[src/rtl/cordic_vectoring_iter.sv]
// Iterative vectoring-mode CORDIC.
// Rotates (x, y) toward the positive x axis one micro-rotation per clock,
// accumulating the applied rotation as an angle. Result: angle = atan2(y, x)
// in binary angle units (2^WIDTH = 360 deg) and mag = |v| * K (no gain
// compensation; K ~= 1.64676 at ITER=16).
// Ports:
//   clk, rst_n    clock, asynchronous active-low reset
//   start         request, accepted only while idle
//   x_in, y_in    signed Cartesian input
//   busy          high while iterating
//   done          one-cycle pulse when mag/angle are updated
//   mag, angle    results, held until the next done
module cordic_vectoring_iter #(
  parameter int WIDTH = 32,
  parameter int ITER  = 16
) (
  input  logic                    clk,
  input  logic                    rst_n,
  input  logic                    start,
  input  logic signed [WIDTH-1:0] x_in,
  input  logic signed [WIDTH-1:0] y_in,
  output logic                    busy,
  output logic                    done,
  output logic [WIDTH:0]          mag,
  output logic [WIDTH-1:0]        angle
);

  // Two guard bits: |v|*K stays below 2.33 * 2^(WIDTH-1), including the
  // negation of the most negative x_in.
  localparam int IW = WIDTH + 2;
  localparam logic [4:0] LAST = 5'(ITER - 1);

  // The arctangent table is held exactly for a 32-bit angle and rescaled
  // (with rounding) to the configured WIDTH.
  localparam int SH_L = (WIDTH > 32) ? WIDTH - 32 : 0;
  localparam int SH_R = (WIDTH < 32) ? 32 - WIDTH : 0;
  localparam logic [63:0] HALF = (64'd1 << SH_R) >> 1;

  typedef enum logic {IDLE, RUN} state_t;

  state_t                state, state_nx;
  logic signed [IW-1:0]  x, y, x_nx, y_nx, xs, ys;
  logic [WIDTH-1:0]      z, z_nx, at;
  logic [4:0]            cnt;
  logic                  zflag;
  logic signed [IW-1:0]  xe, ye;

  function automatic logic [WIDTH-1:0] atan_lut(input logic [4:0] i);
    logic [63:0] b;
    logic [63:0] s;
    case (i)
      5'd0:  b = 64'd536870912;
      5'd1:  b = 64'd316933406;
      5'd2:  b = 64'd167458907;
      5'd3:  b = 64'd85004756;
      5'd4:  b = 64'd42667331;
      5'd5:  b = 64'd21354465;
      5'd6:  b = 64'd10679838;
      5'd7:  b = 64'd5340245;
      5'd8:  b = 64'd2670163;
      5'd9:  b = 64'd1335087;
      5'd10: b = 64'd667544;
      5'd11: b = 64'd333772;
      5'd12: b = 64'd166886;
      5'd13: b = 64'd83443;
      5'd14: b = 64'd41722;
      5'd15: b = 64'd20861;
      5'd16: b = 64'd10430;
      5'd17: b = 64'd5215;
      5'd18: b = 64'd2608;
      5'd19: b = 64'd1304;
      5'd20: b = 64'd652;
      5'd21: b = 64'd326;
      5'd22: b = 64'd163;
      5'd23: b = 64'd81;
      5'd24: b = 64'd41;
      5'd25: b = 64'd20;
      5'd26: b = 64'd10;
      5'd27: b = 64'd5;
      5'd28: b = 64'd3;
      5'd29: b = 64'd1;
      5'd30: b = 64'd1;
      default: b = 64'd0;
    endcase
    s = ((b << SH_L) + HALF) >> SH_R;
    return s[WIDTH-1:0];
  endfunction

  // Sign-extended inputs for the accept edge.
  assign xe = {{2{x_in[WIDTH-1]}}, x_in};
  assign ye = {{2{y_in[WIDTH-1]}}, y_in};

  // One micro-rotation from the current (pre-update) values.
  always_comb begin
    xs = x >>> cnt;
    ys = y >>> cnt;
    at = atan_lut(cnt);
    if (!y[IW-1]) begin
      x_nx = x + ys;
      y_nx = y - xs;
      z_nx = z + at;
    end else begin
      x_nx = x - ys;
      y_nx = y + xs;
      z_nx = z - at;
    end
  end

  always_ff @(posedge clk or negedge rst_n) begin
    if (!rst_n) state <= IDLE;
    else        state <= state_nx;
  end

  always_comb begin
    state_nx = state;
    case (state)
      IDLE: if (start) state_nx = RUN;
      RUN:  if (cnt == LAST) state_nx = IDLE;
      default: state_nx = IDLE;
    endcase
  end

  always_ff @(posedge clk or negedge rst_n) begin
    if (!rst_n) begin
      x     <= '0;
      y     <= '0;
      z     <= '0;
      cnt   <= '0;
      zflag <= 1'b0;
      busy  <= 1'b0;
      done  <= 1'b0;
      mag   <= '0;
      angle <= '0;
    end else begin
      done <= 1'b0;
      case (state)
        IDLE: if (start) begin
          // Fold the left half-plane into the right by a 180 deg pre-rotation.
          if (x_in[WIDTH-1]) begin
            x <= -xe;
            y <= -ye;
            z <= {1'b1, {(WIDTH-1){1'b0}}};
          end else begin
            x <= xe;
            y <= ye;
            z <= '0;
          end
          zflag <= (x_in == '0) && (y_in == '0);
          cnt   <= '0;
          busy  <= 1'b1;
        end
        RUN: begin
          x   <= x_nx;
          y   <= y_nx;
          z   <= z_nx;
          cnt <= cnt + 5'd1;
          if (cnt == LAST) begin
            mag   <= x_nx[WIDTH:0];
            angle <= zflag ? '0 : z_nx;
            busy  <= 1'b0;
            done  <= 1'b1;
          end
        end
        default: ;
      endcase
    end
  end

endmodule

[config.mk]
export PLATFORM = sky130hd
export DESIGN_NAME = cordic_vectoring_iter
export DESIGN_NICKNAME = d
export VERILOG_FILES = /design/src/rtl/cordic_vectoring_iter.sv
export SDC_FILE = /design/constraint.sdc
export NUM_CORES = 1
export LEC_CHECK = 0
export ABC_AREA = 1
export CAP_MARGIN = 20
export CELL_PAD_IN_SITES_DETAIL_PLACEMENT = 0
export CELL_PAD_IN_SITES_GLOBAL_PLACEMENT = 1
export CORE_MARGIN = 5
export CORE_UTILIZATION = 47
export DETAILED_ROUTE_END_ITERATION = 8
export PLACE_DENSITY_LB_ADDON = 0.3
export SLEW_MARGIN = 0
export SYNTH_ARGS = -nofsm -noshare
export SYNTH_HDL_FRONTEND = slang
export SYNTH_SLANG_ARGS = --single-unit
[constraint.sdc]
create_clock -name clk -period 6.15 [get_ports clk]
set_input_delay 1.23 -clock clk [delete_from_list [all_inputs] [get_ports clk]]
set_output_delay 1.23 -clock clk [all_outputs]
set_load 0.005 [all_outputs]
After elaboration in Yosys (flattened, before gate mapping)
Memories as Yosys holds them, arrays and structs flattened. Index checks and enable logic that the tools add are counted.

Register bits after elaboration: 174. Bits in latches: 0. RAM bits: 0. Bits in read-only memories: 960. Bits of input ports: 67. Logic and storage cells: 55. Memories kept: 1.

Memory list: (name not given) (words 32, bits a word 30, rd ports 1, clocked after memory_dff 0, wr ports 0, line 51) `case (i)`.

Add/subtract/negate cells: 9. $mul: 0. Divide/modulo/power cells: 0. Magnitude comparators: 0. Equal/unequal tests: 3. Shift-type cells: 2. Muxes and demuxes: 23. Bitwise logic cells: 1. Reductions and logical operators: 6.

Operator list (number): 34-bit two-way mux (6); 34-bit case mux with 2 select lines (2); 32-bit two-way mux (4); 34-bit adder (2); 32-bit negation with 34-bit output (2); 34-bit by 5-bit >>> shifter with 34-bit output (2); 34-bit subtractor (2); 32-bit logical NOT (2); 32-bit case mux with 2 select lines (1); 32-bit adder (1); 32-bit subtractor (1); 5-bit case mux with 2 select lines (1); 1-bit two-way mux (6); 2-bit AND reduction (3); 5-bit by 1-bit adder with 5-bit output, second input constant (1); 5-bit by 4-bit == test with 1-bit output, second input constant (1); 5-bit two-way mux (1); 1-bit case mux with 2 select lines (2); 2-bit by 1-bit != test with 1-bit output, second input constant (1); 2-bit != test, second input constant (1); 1-bit logical AND (1); 1-bit NOT (1).

Logic depth before layout (Yosys ltp)
Depth in word-level cells: 4. Depth in mapped cells: 39. Gate-level depth less buffers: 38.

Worst setup path before layout
OpenSTA, ideal clock, no wires.

Path type: register to register. Start: register cnt[1]. End: register z[27]. Arrival: 4.023 ns. Data required time: 6.032 ns. Slack: 2.009 ns. Stages on the path, launching flop included: 30. Path buffers: 2. Period minus slack after synthesis: 4.141 ns. Cell sequence: dfrtp_1 buf_4 clkinv_2 buf_2 ha_1 nand2_1 inv_1 nor2_1 o21ai_0 o21ai_1 inv_1 ha_1 inv_1 nand2_1 xor2_1 ha_1 nand2_1 o21ai_0 nand2_1 nand2_1 nand2_1 nand2_1 a21oi_1 o21ai_0 a21boi_0 or2_2 nand2_1 nand2_1 nand3_1 nand2_1.

Longest elaborated chain between the ends: 4. Elaborated cells between the ends (all ways): 5. Those cells by class: 2 x add/sub; 2 x mux; 1 x memory.

Ends and longest elaborated chain: start: declaration (line 44) `logic [4:0] cnt;`; start signal: assignment (line 156) `cnt <= cnt + 5'd1;`; memory read 32 x 30 bit (*); 32-bit adder / 32-bit subtractor (equally long branches) (line 101, 105); 32-bit two-way mux (*) (line 98) `if (!y[IW-1]) begin`; 32-bit case mux with 2 select lines (*) (line 136) `case (state)`; end signal: assignment (line 142) `z <= {1'b1, {(WIDTH-1){1'b0}}};`; end signal: assignment (line 155) `z <= z_nx;`; end: declaration (line 43) `logic [WIDTH-1:0] z, z_nx, at;`.

Every way passes the cells marked *; elsewhere a longest branch is shown, timed or not. A chain may end at the register's enable or synchronous reset.

Final worst setup path
Start: register cnt[2]. End: register y[29].

Longest elaborated chain between the ends: 4. Elaborated cells between the ends (all ways): 5. Those cells by class: 2 x add/sub; 1 x shift; 2 x mux.

Ends and longest elaborated chain: 34-bit by 5-bit >>> shifter with 34-bit output (*) (line 95) `xs = x >>> cnt;`; 34-bit subtractor / 34-bit adder (equally long branches) (line 100, 104); 34-bit two-way mux (*) (line 98); 34-bit case mux with 2 select lines (*) (line 136); end signal: assignment (line 141) `y <= -ye;`; end signal: assignment (line 145) `y <= ye;`; end signal: assignment (line 154) `y <= y_nx;`; end: declaration (line 42) `logic signed [IW-1:0] x, y, x_nx, y_nx, xs, ys;`.

Marks and branches as above.

==> run_results.csv <==
group,metric,value,unit
synth,synthTopCellsByCount,"nand2_1, nand3_1, inv_1",
final_layout,area_growth,11.5,%
synth,synth_most_common_cell,"nand2_1",
die,die_h,218,µm
global_route,grt_pass1_wl,123,mm
sta,finalSetupTns,0,ns
die,io_pins,134,
final_layout,nets,3547,
place,place_congestion,1.08,
place,dpl.hpwl,63.3,mm
synth,yosysTopAreaCellShare,21.5,%
setup_path,end_kind,"flop",
drt,routed_wl,79.7,mm
global_route,antenna_found_initial,3,
setup_path,crit_top_cell,"nand2_1",
setup_path,r2r-start,"cnt[2]",
synth,async_flop_share,100,%
setup_path,cp_top_family,"simple AND/OR/NAND/NOR gates",
drt,dr.pass1.iters,8,
setup_path,crit_fanout,29,
synth,synth-edff-count,0,
setup_path,arrival,6.11,ns
run_status,status,"completed",
die,die-width,218,µm
sta,fmax,0.175,GHz
sta,skew,0.0181,ns
synth,synth-seq-cells,174,
drt,postRouteAntennaNets,0,
sta,setup_viol,0,
place,io_buffer_count,133,
global_route,track_usage,33.2,%
synth,syn_area,20300,µm²
clock_network,cts-root-buf,"clkbuf_16",
clock_network,clkLatencyLatePin,0.51,ns
sta,rsz0062_at_grt,"no",
synth,yosys_warnings,0,
die,core_area,42900,µm²
drt,drtIter0Drc,2539,
final_layout,layout-drive-gt1-share,4.73,%
die,fp.dieArea,47400,µm²
die,row_count,76,
worst_hold_path,hp-class,"flop to flop",
sta,finalCritPeriodShare,92.9,%
synth,netlist_top_cells_area,"dfrtp_1, nand2_1, nand3_1",
setup_path,ff2ff_setup_slack,0.44,ns
drt,viasPerCell,5.85,
drt,wl_per_cell,20.1,µm
clock_network,clockBufferDepth,2,
setup_path,rr_worst_depth,30,
drt,via_count,23200,
synth,syn_inst,3313,
synth,syn_nets,3493,
global_route,grt_pass1_vias,21900,
global_route,grt_max_degree,83,
synth,avgSynthCellArea,6.12,µm²
global_route,overflow,0,
setup_path,max_stage_delay,0.58,ns
sta,period_needed,5.71,ns
synth,synthDistinctLibCells,64,
setup_path,crit-reg2reg-capture,"y[29]",
sta,drv_slew,0,
sta,worstMarginPinSlew,0.993,ns
final_layout,final_util,52.7,%
setup_path,worstPathRequired,6.55,ns
worst_hold_path,min_path_cells,2,
drt,route.detailed.drc,0,
synth,synth-seq-area-share,21.5,%
setup_path,criticalPathCategory,"flop to flop",
die,initial_core_util,47.3,%
clock_network,cts-buffers-inserted,17,
setup_path,cp.buffers_inverters,6,
clock_network,htree_num_levels,4,
setup_path,crit_start,"cnt[2]",
worst_hold_path,whs_endpoint,"angle[6]",
clock_network,cts.clk_slew.worst_paths,0.08,ns
worst_hold_path,holdCritStartpoint,"angle[6]",
sta,max-slew-margin-rel,33.5,%
setup_path,critPathLaunchType,"flop",
synth,ys.flop_type,"dfrtp_1",
sta,final-hold-violation-count,0,
setup_path,slowest_stage,"dfrtp_2",
synth,yosys.area.top_type,"dfrtp_1",
final_layout,num-fill-cells,4515,
clock_network,cts_sinks,174,
run,maxCapViolations,0,
clock_network,cts_tree,"done",
clock_network,cts_setup_buffers,0,
[state kept, by name (all words and copies together) (netlist names)]
name and count:
y 34, mag 33, busy 1, done 1
z 32, angle 32, x 34, zflag 1
cnt 5, state 1
[repair_timing]
item                       CTS  global route
resized for setup            0             1
hold buffers                 0             0
hold endpoints to repair     0             0
setup endpoints to repair    0             1
[cell usage in the layout, fill, tap and decap left out, drive strengths merged, types with 5 or more instances in the layout]
cell,instances
o211ai,34
o21ai,273
a21o,17
inv,307
o221ai,15
or2,18
o22ai,11
xor2,95
nand2,1000
buf,38
a22oi,6
nand3b,9
a221oi,10
o21bai,5
clkdlybuf4s50,132
clkbuf,19
a21oi,204
nor2,296
dfrtp,174
o21a,6
ha,110
clkinv,8
a211oi,5
nand4,30
nor3,47
nor4,10
o31ai,8
xnor2,61
a31oi,28
nand3,367
a32o,6
[cells by family (layout without fill, tap and decap cells)]
group	after synthesis	count (layout)	synth area share [%]
AND/OR/NAND/NOR	1786	1786	37.3
adder cells (fa/ha/maj)	113	113	7.08
AO/OA/AOI/OAI	645	645	18.4
other	0	1	0
buffers and inverters	439	506	9.00
XOR/XNOR	156	156	6.74
flip-flops	174	174	21.5
[routing by layer]
layer / track usage, % / vias up / wire (µm)
li1: - / 11200 / -
met1: 45.4 / 10800 / 34800
met2: 52.1 / 1009 / 35000
met3: 6.09 / 170 / 6540
met4: 13.3 / 2 / 3330
met5: 0 / - / 13
[per-stage QoR]
step | instances | setup WS, ns | hold WS [ns] | cell area (µm²)
final | 3966 | 0.435 | 0.483 | 22600
after global routing | 3965 | 0.0241 | 0.500 | 22600
after CTS | 3964 | 0.547 | 0.487 | 22600
after detailed placement | 3932 | 0.588 | 0.466 | 22000
after global placement | 3932 | 0.712 | 0.462 | 22000
after floorplan | 3313 | 2.01 | 0.447 | 20300
[worst min-delay path, delay by kind of cell, from the launching register on]
| kind | cells | cell delay [ns] |
|---|---|---|
| AOI/OAI and AO/OA | 1 | 0.06 |
| DFF | 1 | 0.34 |
| and+or+nand+nor | 1 | 0.05 |
[how the worst max path moves through the flow]
stage	to	slack, ns	cells past startpoint
after floorplan	z[27]	2.01	29
after global placement	y[29]	0.71	32
after detailed placement	y[29]	0.59	28
after CTS	y[29]	0.55	28
after global routing	x[30]	0.02	31
final	y[29]	0.44	30
[cell type report]
cell class              instances  area [µm²]  area share, %
clock inverters                14         168          0.742
flip-flops and latches        174        4360           19.3
clock buffers                  18         429           1.90
repair buffers                171        1650           7.28
diodes                          1        2.50         0.0111
inverters                     303        1140           5.04
well taps                     585         732           3.24
multi-input cells            2700       14100           62.5
Power is left out: the tool's default activity adds up to more than one toggle a clock period on the data nets, which glitch-free logic cannot reach.
